File: config.mk
export PLATFORM = sky130hd
export DESIGN_NAME = sync_fifo_flags_flat
export DESIGN_NICKNAME = d
export VERILOG_FILES = /design/src/rtl/sync_fifo_flags_if.sv /design/src/rtl/sync_fifo_flags.sv /design/src/flat_wrapper.sv
export SDC_FILE = /design/constraint.sdc
export NUM_CORES = 1
export LEC_CHECK = 0
export CAP_MARGIN = 10
export CORE_UTILIZATION = 63
export DETAILED_ROUTE_END_ITERATION = 6
export DONT_BUFFER_PORTS = 1
export PLACE_DENSITY_LB_ADDON = 0.12
export SLEW_MARGIN = 20
export SYNTH_ARGS = -nofsm -noshare
export SYNTH_HDL_FRONTEND = slang
export SYNTH_SLANG_ARGS = --single-unit
File: constraint.sdc
create_clock -name clk -period 4.06 [get_ports clk]
set_clock_uncertainty 0.1 [all_clocks]
set_input_delay 0 -clock clk [delete_from_list [all_inputs] [get_ports clk]]
set_output_delay 0 -clock clk [all_outputs]
set_load 0.02 [all_outputs]
File: src/rtl/sync_fifo_flags_if.sv
// Handshake bundle between a same-clock producer/consumer pair and sync_fifo_flags.
// master = the producer/consumer side, slave = the FIFO.
interface sync_fifo_flags_if #(
  parameter int DSIZE = 8,
  parameter int ASIZE = 5
);
  logic [DSIZE-1:0] wdata;
  logic             winc;
  logic             wfull;
  logic             walmost_full;
  logic             rinc;
  logic [DSIZE-1:0] rdata;
  logic             rempty;
  logic             ralmost_empty;
  logic [ASIZE:0]   count;
  logic             overflow;
  logic             underflow;
  logic             clr_err;

  modport master (
    output wdata, winc, rinc, clr_err,
    input  wfull, walmost_full, rdata, rempty, ralmost_empty, count, overflow, underflow
  );

  modport slave (
    input  wdata, winc, rinc, clr_err,
    output wfull, walmost_full, rdata, rempty, ralmost_empty, count, overflow, underflow
  );
endinterface

File: src/rtl/sync_fifo_flags.sv
// Single-clock FIFO with occupancy count, almost-full/almost-empty thresholds,
// sticky overflow/underflow flags and optional first-word-fall-through read.
module sync_fifo_flags #(
  parameter int DSIZE      = 8,
  parameter int ASIZE      = 5,
  parameter int AFULL_THR  = 24,
  parameter int AEMPTY_THR = 4,
  parameter int FWFT       = 0
) (
  input  logic             clk,
  input  logic             rst_n,
  sync_fifo_flags_if.slave bus
);
  localparam int DEPTH = 1 << ASIZE;
  localparam logic [ASIZE:0] AF_THR = (ASIZE+1)'(AFULL_THR);
  localparam logic [ASIZE:0] AE_THR = (ASIZE+1)'(AEMPTY_THR);

  if (AFULL_THR < 1 || AFULL_THR > DEPTH) begin : g_bad_afull
    $error("sync_fifo_flags: AFULL_THR out of range 1..2**ASIZE");
  end
  if (AEMPTY_THR < 0 || AEMPTY_THR > DEPTH - 1) begin : g_bad_aempty
    $error("sync_fifo_flags: AEMPTY_THR out of range 0..2**ASIZE-1");
  end

  logic [DSIZE-1:0] mem_q [DEPTH];

  logic [ASIZE:0]   wptr_q, wptr_d, rptr_q, rptr_d, count_q, count_d;
  logic             wfull_q, wfull_d, rempty_q, rempty_d;
  logic             walmost_full_q, walmost_full_d, ralmost_empty_q, ralmost_empty_d;
  logic             overflow_q, overflow_d, underflow_q, underflow_d;
  logic [DSIZE-1:0] rdata_q, rdata_d;
  logic [DSIZE-1:0] fwft_word;
  logic             wr_acc, rd_acc;

  // Next-state: accept decisions use pre-edge flags, flags are recomputed from post-edge pointers
  always_comb begin
    wr_acc          = bus.winc & ~wfull_q;
    rd_acc          = bus.rinc & ~rempty_q;
    wptr_d          = wptr_q + {{ASIZE{1'b0}}, wr_acc};
    rptr_d          = rptr_q + {{ASIZE{1'b0}}, rd_acc};
    count_d         = wptr_d - rptr_d;
    rempty_d        = (wptr_d == rptr_d);
    wfull_d         = (wptr_d[ASIZE] != rptr_d[ASIZE]) &&
                      (wptr_d[ASIZE-1:0] == rptr_d[ASIZE-1:0]);
    walmost_full_d  = (count_d >= AF_THR);
    ralmost_empty_d = (count_d <= AE_THR);
    // a fresh error outranks clr_err in the same cycle
    overflow_d      = (bus.winc & wfull_q)  | (overflow_q  & ~bus.clr_err);
    underflow_d     = (bus.rinc & rempty_q) | (underflow_q & ~bus.clr_err);
    rdata_d         = rdata_q;
    if (FWFT == 0 && rd_acc) rdata_d = mem_q[rptr_q[ASIZE-1:0]];
  end

  // Control state; reset discards contents by collapsing both pointers
  always_ff @(posedge clk or negedge rst_n) begin
    if (!rst_n) begin
      wptr_q          <= '0;
      rptr_q          <= '0;
      count_q         <= '0;
      wfull_q         <= 1'b0;
      rempty_q        <= 1'b1;
      walmost_full_q  <= 1'b0;
      ralmost_empty_q <= 1'b1;
      overflow_q      <= 1'b0;
      underflow_q     <= 1'b0;
      rdata_q         <= '0;
    end else begin
      wptr_q          <= wptr_d;
      rptr_q          <= rptr_d;
      count_q         <= count_d;
      wfull_q         <= wfull_d;
      rempty_q        <= rempty_d;
      walmost_full_q  <= walmost_full_d;
      ralmost_empty_q <= ralmost_empty_d;
      overflow_q      <= overflow_d;
      underflow_q     <= underflow_d;
      rdata_q         <= rdata_d;
    end
  end

  // Storage array, intentionally not reset
  always_ff @(posedge clk) begin
    if (wr_acc) mem_q[wptr_q[ASIZE-1:0]] <= bus.wdata;
  end

  // FWFT head word; forced to zero while empty so reset shows rdata=0 in both modes
  assign fwft_word = rempty_q ? '0 : mem_q[rptr_q[ASIZE-1:0]];

  assign bus.rdata         = (FWFT != 0) ? fwft_word : rdata_q;
  assign bus.wfull         = wfull_q;
  assign bus.rempty        = rempty_q;
  assign bus.walmost_full  = walmost_full_q;
  assign bus.ralmost_empty = ralmost_empty_q;
  assign bus.count         = count_q;
  assign bus.overflow      = overflow_q;
  assign bus.underflow     = underflow_q;
endmodule
File: src/flat_wrapper.sv
// flat-port wrapper written by rule: the top's interface ports become plain ports
module sync_fifo_flags_flat 
#(
  parameter int DSIZE      = 8,
  parameter int ASIZE      = 5,
  parameter int AFULL_THR  = 24,
  parameter int AEMPTY_THR = 4,
  parameter int FWFT       = 0
)
  (clk, rst_n, bus_wdata, bus_winc, bus_rinc, bus_clr_err, bus_wfull, bus_walmost_full, bus_rdata, bus_rempty, bus_ralmost_empty, bus_count, bus_overflow, bus_underflow);
  sync_fifo_flags_if #(.DSIZE(DSIZE), .ASIZE(ASIZE)) bus_i ();
  input  logic clk;
  input  logic rst_n;
  input wire logic [$bits(bus_i.wdata)-1:0] bus_wdata;
  input wire logic [$bits(bus_i.winc)-1:0] bus_winc;
  input wire logic [$bits(bus_i.rinc)-1:0] bus_rinc;
  input wire logic [$bits(bus_i.clr_err)-1:0] bus_clr_err;
  output wire logic [$bits(bus_i.wfull)-1:0] bus_wfull;
  output wire logic [$bits(bus_i.walmost_full)-1:0] bus_walmost_full;
  output wire logic [$bits(bus_i.rdata)-1:0] bus_rdata;
  output wire logic [$bits(bus_i.rempty)-1:0] bus_rempty;
  output wire logic [$bits(bus_i.ralmost_empty)-1:0] bus_ralmost_empty;
  output wire logic [$bits(bus_i.count)-1:0] bus_count;
  output wire logic [$bits(bus_i.overflow)-1:0] bus_overflow;
  output wire logic [$bits(bus_i.underflow)-1:0] bus_underflow;
  assign bus_i.wdata = bus_wdata;
  assign bus_i.winc = bus_winc;
  assign bus_i.rinc = bus_rinc;
  assign bus_i.clr_err = bus_clr_err;
  assign bus_wfull = bus_i.wfull;
  assign bus_walmost_full = bus_i.walmost_full;
  assign bus_rdata = bus_i.rdata;
  assign bus_rempty = bus_i.rempty;
  assign bus_ralmost_empty = bus_i.ralmost_empty;
  assign bus_count = bus_i.count;
  assign bus_overflow = bus_i.overflow;
  assign bus_underflow = bus_i.underflow;
  sync_fifo_flags #(.DSIZE(DSIZE), .ASIZE(ASIZE), .AFULL_THR(AFULL_THR), .AEMPTY_THR(AEMPTY_THR), .FWFT(FWFT)) u_core (.clk(clk), .rst_n(rst_n), .bus(bus_i));
endmodule
==> out/results.txt <==
Die width = 136 um
Finished Layout Cells = 823
Setup-failing EPs final = 0
Root buf cell = clkbuf_16
Avg WL per Cell = 28.5 um
R2R setup slack = 0.98 ns
Sum Neg Setup Slack = 0 ns
I/O pin cnt = 33
Sequential share of power = 44.1%
Final GP Congestion = 0.858
Final period util = 75.9%
Via Count = 5359
Ratio of cells with drive above 1 in the final layout = 24.0%
Worst vdd ir = 0.000746 V
Hold Startpoint = bus_winc
Required @ worst endpoint = 4.38 ns
Router iterations before antenna repair = 5
Hold Path Stages = 3
Largest net degree at the start of global routing = 41
Slew headroom = 29.7%
Mapped cell area = 0.0113 sq mm
H-tree levels = 1
Antenna violations before repair = 1
Pins Over Slew Limit = 0
Antenna Violating Nets Remaining = 0
Mean post-synth cell area = 20.9 sq um
Top FF cell, synth = edfxtp_1
Pwr/cell area = 727 mW/mm^2
Crit-path max FO = 17
Comb pwr share = 28.8%
Reg2Reg Depth = 12
Fillers = 1005
FMAX = 324 MHz
Status = finished, final reports clean
Num CTS Buffers = 29
Data arrival time of the critical path = 3.40 ns
Die Height = 136 um
Min Clock Period, post-route = 3.08 ns
Max cap viols = 0
Area delta synth->final = 12.8%
# nets final = 596
Die area = 0.0185 sq mm
Final wirelength = 23400 um
Area of placed instances = 0.0115 sq mm
PortBufs = 0
Ys Warns = 0
DP HPWL = 14300 um
Hold Buf Count CTS = 23
Final instance area = 0.0127 sq mm
Cell total after placement = 745
Design Power = 0.00925 W
Worst skew pair latency = 0.54 ns
Post-synth EDFFs = 256
Min-Delay Path Class = in2reg
Register area share after synthesis = 75.2%
DRC Markers = 0
Initial Utilization = 64.8%
DR iter-0 viols = 486
CTS tree = done
Post-Synthesis Cells = 539
Area of the core = 0.0174 sq mm
Net Sw Frac = 31.5%
Internal Power = 0.00634 W
Unrepaired setup endpoints after global routing = no
Worst-margin pin slew = 1.05 ns
Yosys reg bits = 288
Multi-input logic area = 0.00260 sq mm
Ys async rst share = 11.1%
Post-CTS setup buffers = 0
Mapped Nets = 560
CP Class = reg2reg
Vias in the first global route = 5441
Worst-path clk slew = 0.06 ns
Gr usage total = 27.2%
Clk sinks = 288
Final Hold Violating Endpoints = 0
Reg-to-Reg Start = u_core.bus.rempty
CP endpoint kind = register
GRT Residual Overflow = 0
Hold EP = u_core.bus.overflow
Worst reg2reg path endpoint = u_core.bus.ralmost_empty
Static Leak = 4.20 nW
Vias per Instance = 6.51
Distinct cells, synth = 33
Register area = 0.00850 sq mm
Post-CTS resize count = 0
Row cnt = 48
NetSw = 0.00291 W
CP startpoint kind = register
Clock share of power = 27.1%
First-pass GRT wire length = 34800 um
Clk buf depth = 3
## synth_stat cells, drive strengths merged (2+ instances only)
library cell	n	area share (%)
nor2b	2	0.11
o21ai	12	0.53
dfstp	2	0.47
edfxtp	256	68
nor2	40	1.3
or3b	3	0.23
buf	18	1.0
xor2	5	0.39
a31oi	2	0.11
mux2i	8	0.71
dfrtp	30	6.6
nand2b	2	0.11
nand2	18	0.60
inv	15	0.50
ha	7	0.78
clkbuf	7	0.23
xnor2	10	0.78
nand3b	5	0.33
mux4	80	16
nand3	7	0.31
## worst max-delay path, stage by stage (launching register included)
cell and delay (ns):
dfstp_2 0.59, nand2b_1 0.13, buf_4 0.22, inv_1 0.09, ha_1 0.24, xnor2_1 0.32
ha_1 0.31, nand2b_1 0.08, o311ai_1 0.11, o211ai_1 0.10, a31oi_1 0.13, xor2_1 0.18
nor4b_1 0.35
## power by group through the flow
stage / Sequential (W) / Combinational [W] / Clock, W
after global placement: 0.00413 / 0.00252 / 0
after detailed placement: 0.00414 / 0.00256 / 0
after global routing: 0.00413 / 0.00285 / 0.00264
after floorplan: 0.00383 / 0.00213 / 0
after CTS: 0.00408 / 0.00266 / 0.00253
final: 0.00408 / 0.00267 / 0.00251
## cell usage in the layout (no fill, tap or decap), types with 2 or more instances in the layout
master / instances
nand3_1: 7
inv_1: 15
nor2b_1: 2
nand2_1: 18
mux2i_1: 8
buf_4: 4
xnor2_1: 10
nor2_1: 40
edfxtp_1: 256
dlygate4sd3_1: 14
dfrtp_1: 28
bufinv_16: 2
or3b_2: 3
nand3b_1: 5
clkinv_2: 6
mux4_2: 80
buf_12: 11
a31oi_1: 2
xor2_1: 5
inv_6: 2
o21ai_0: 3
ha_1: 7
clkinv_1: 5
dfstp_2: 2
clkbuf_16: 29
o21ai_1: 9
nand2b_1: 2
clkbuf_1: 8
## state kept, by name, summed over array words and instances (netlist names)
signal                    count
u_core.bus.wfull              1
u_core.bus.underflow          1
u_core.bus.rempty             1
u_core.bus.walmost_full       1
u_core.mem_q                256
u_core.bus.count              6
u_core.bus.rdata              8
u_core.wptr_q                 6
u_core.bus.ralmost_empty      1
u_core.rptr_q                 6
u_core.bus.overflow           1
## kinds of logic (layout without fill, tap and decap cells)
kind of cell,Yosys count,after routing,share of synthesized area [%]
AO/OA/AOI/OAI,18,18,0.920
XOR/XNOR,15,15,1.16
adder cells (fa/ha/maj),8,8,0.953
buffers and inverters,40,98,1.74
flip-flops,288,288,75.2
multiplexers,88,88,16.7
other,0,1,0
AND/OR/NAND/NOR,82,82,3.35
## how the worst max path moves through the flow
stage	from	end	slack, ns	depth (start not counted)
floorplan	u_core.bus.rempty	u_core.bus.ralmost_empty	1.06	12
global placement	u_core.bus.rempty	u_core.bus.ralmost_empty	1.16	12
detailed placement	u_core.bus.rempty	u_core.bus.ralmost_empty	1.03	12
CTS	u_core.bus.rempty	u_core.bus.ralmost_empty	1.02	12
global route	u_core.bus.rempty	u_core.bus.ralmost_empty	0.70	12
finish	u_core.bus.rempty	u_core.bus.ralmost_empty	0.98	12
## routing by layer
layer,global-route usage (%),share of wire [%],up-vias
li1,-,-,2248
met4,6.98,2.0,0
met2,41.9,48,242
met1,40.2,41,2833
met3,6.19,8.8,36
met5,0,0,-
## final cells by class
cell class                 instances  area share, %
tap                              225           2.21
antenna                            1         0.0197
timing repair buffer              30           3.11
multi-input combinational        211           20.4
inverter                          15          0.442
sequential                       288           66.7
clock buffer                      38           6.04
clock inverter                    15          0.993
## per-stage QoR
step / hold WS [ns] / setup WS [ns] / util (%)
after floorplan: -0.396 / 1.06 / -
after global placement: -0.395 / 1.16 / 66.1
after detailed placement: -0.395 / 1.03 / 66.1
after CTS: 0.0447 / 1.02 / 73.0
after global routing: 0.0594 / 0.698 / 73.1
final: 0.0507 / 0.977 / 73.1
No activity file was read; power rests on OpenSTA's default activity.
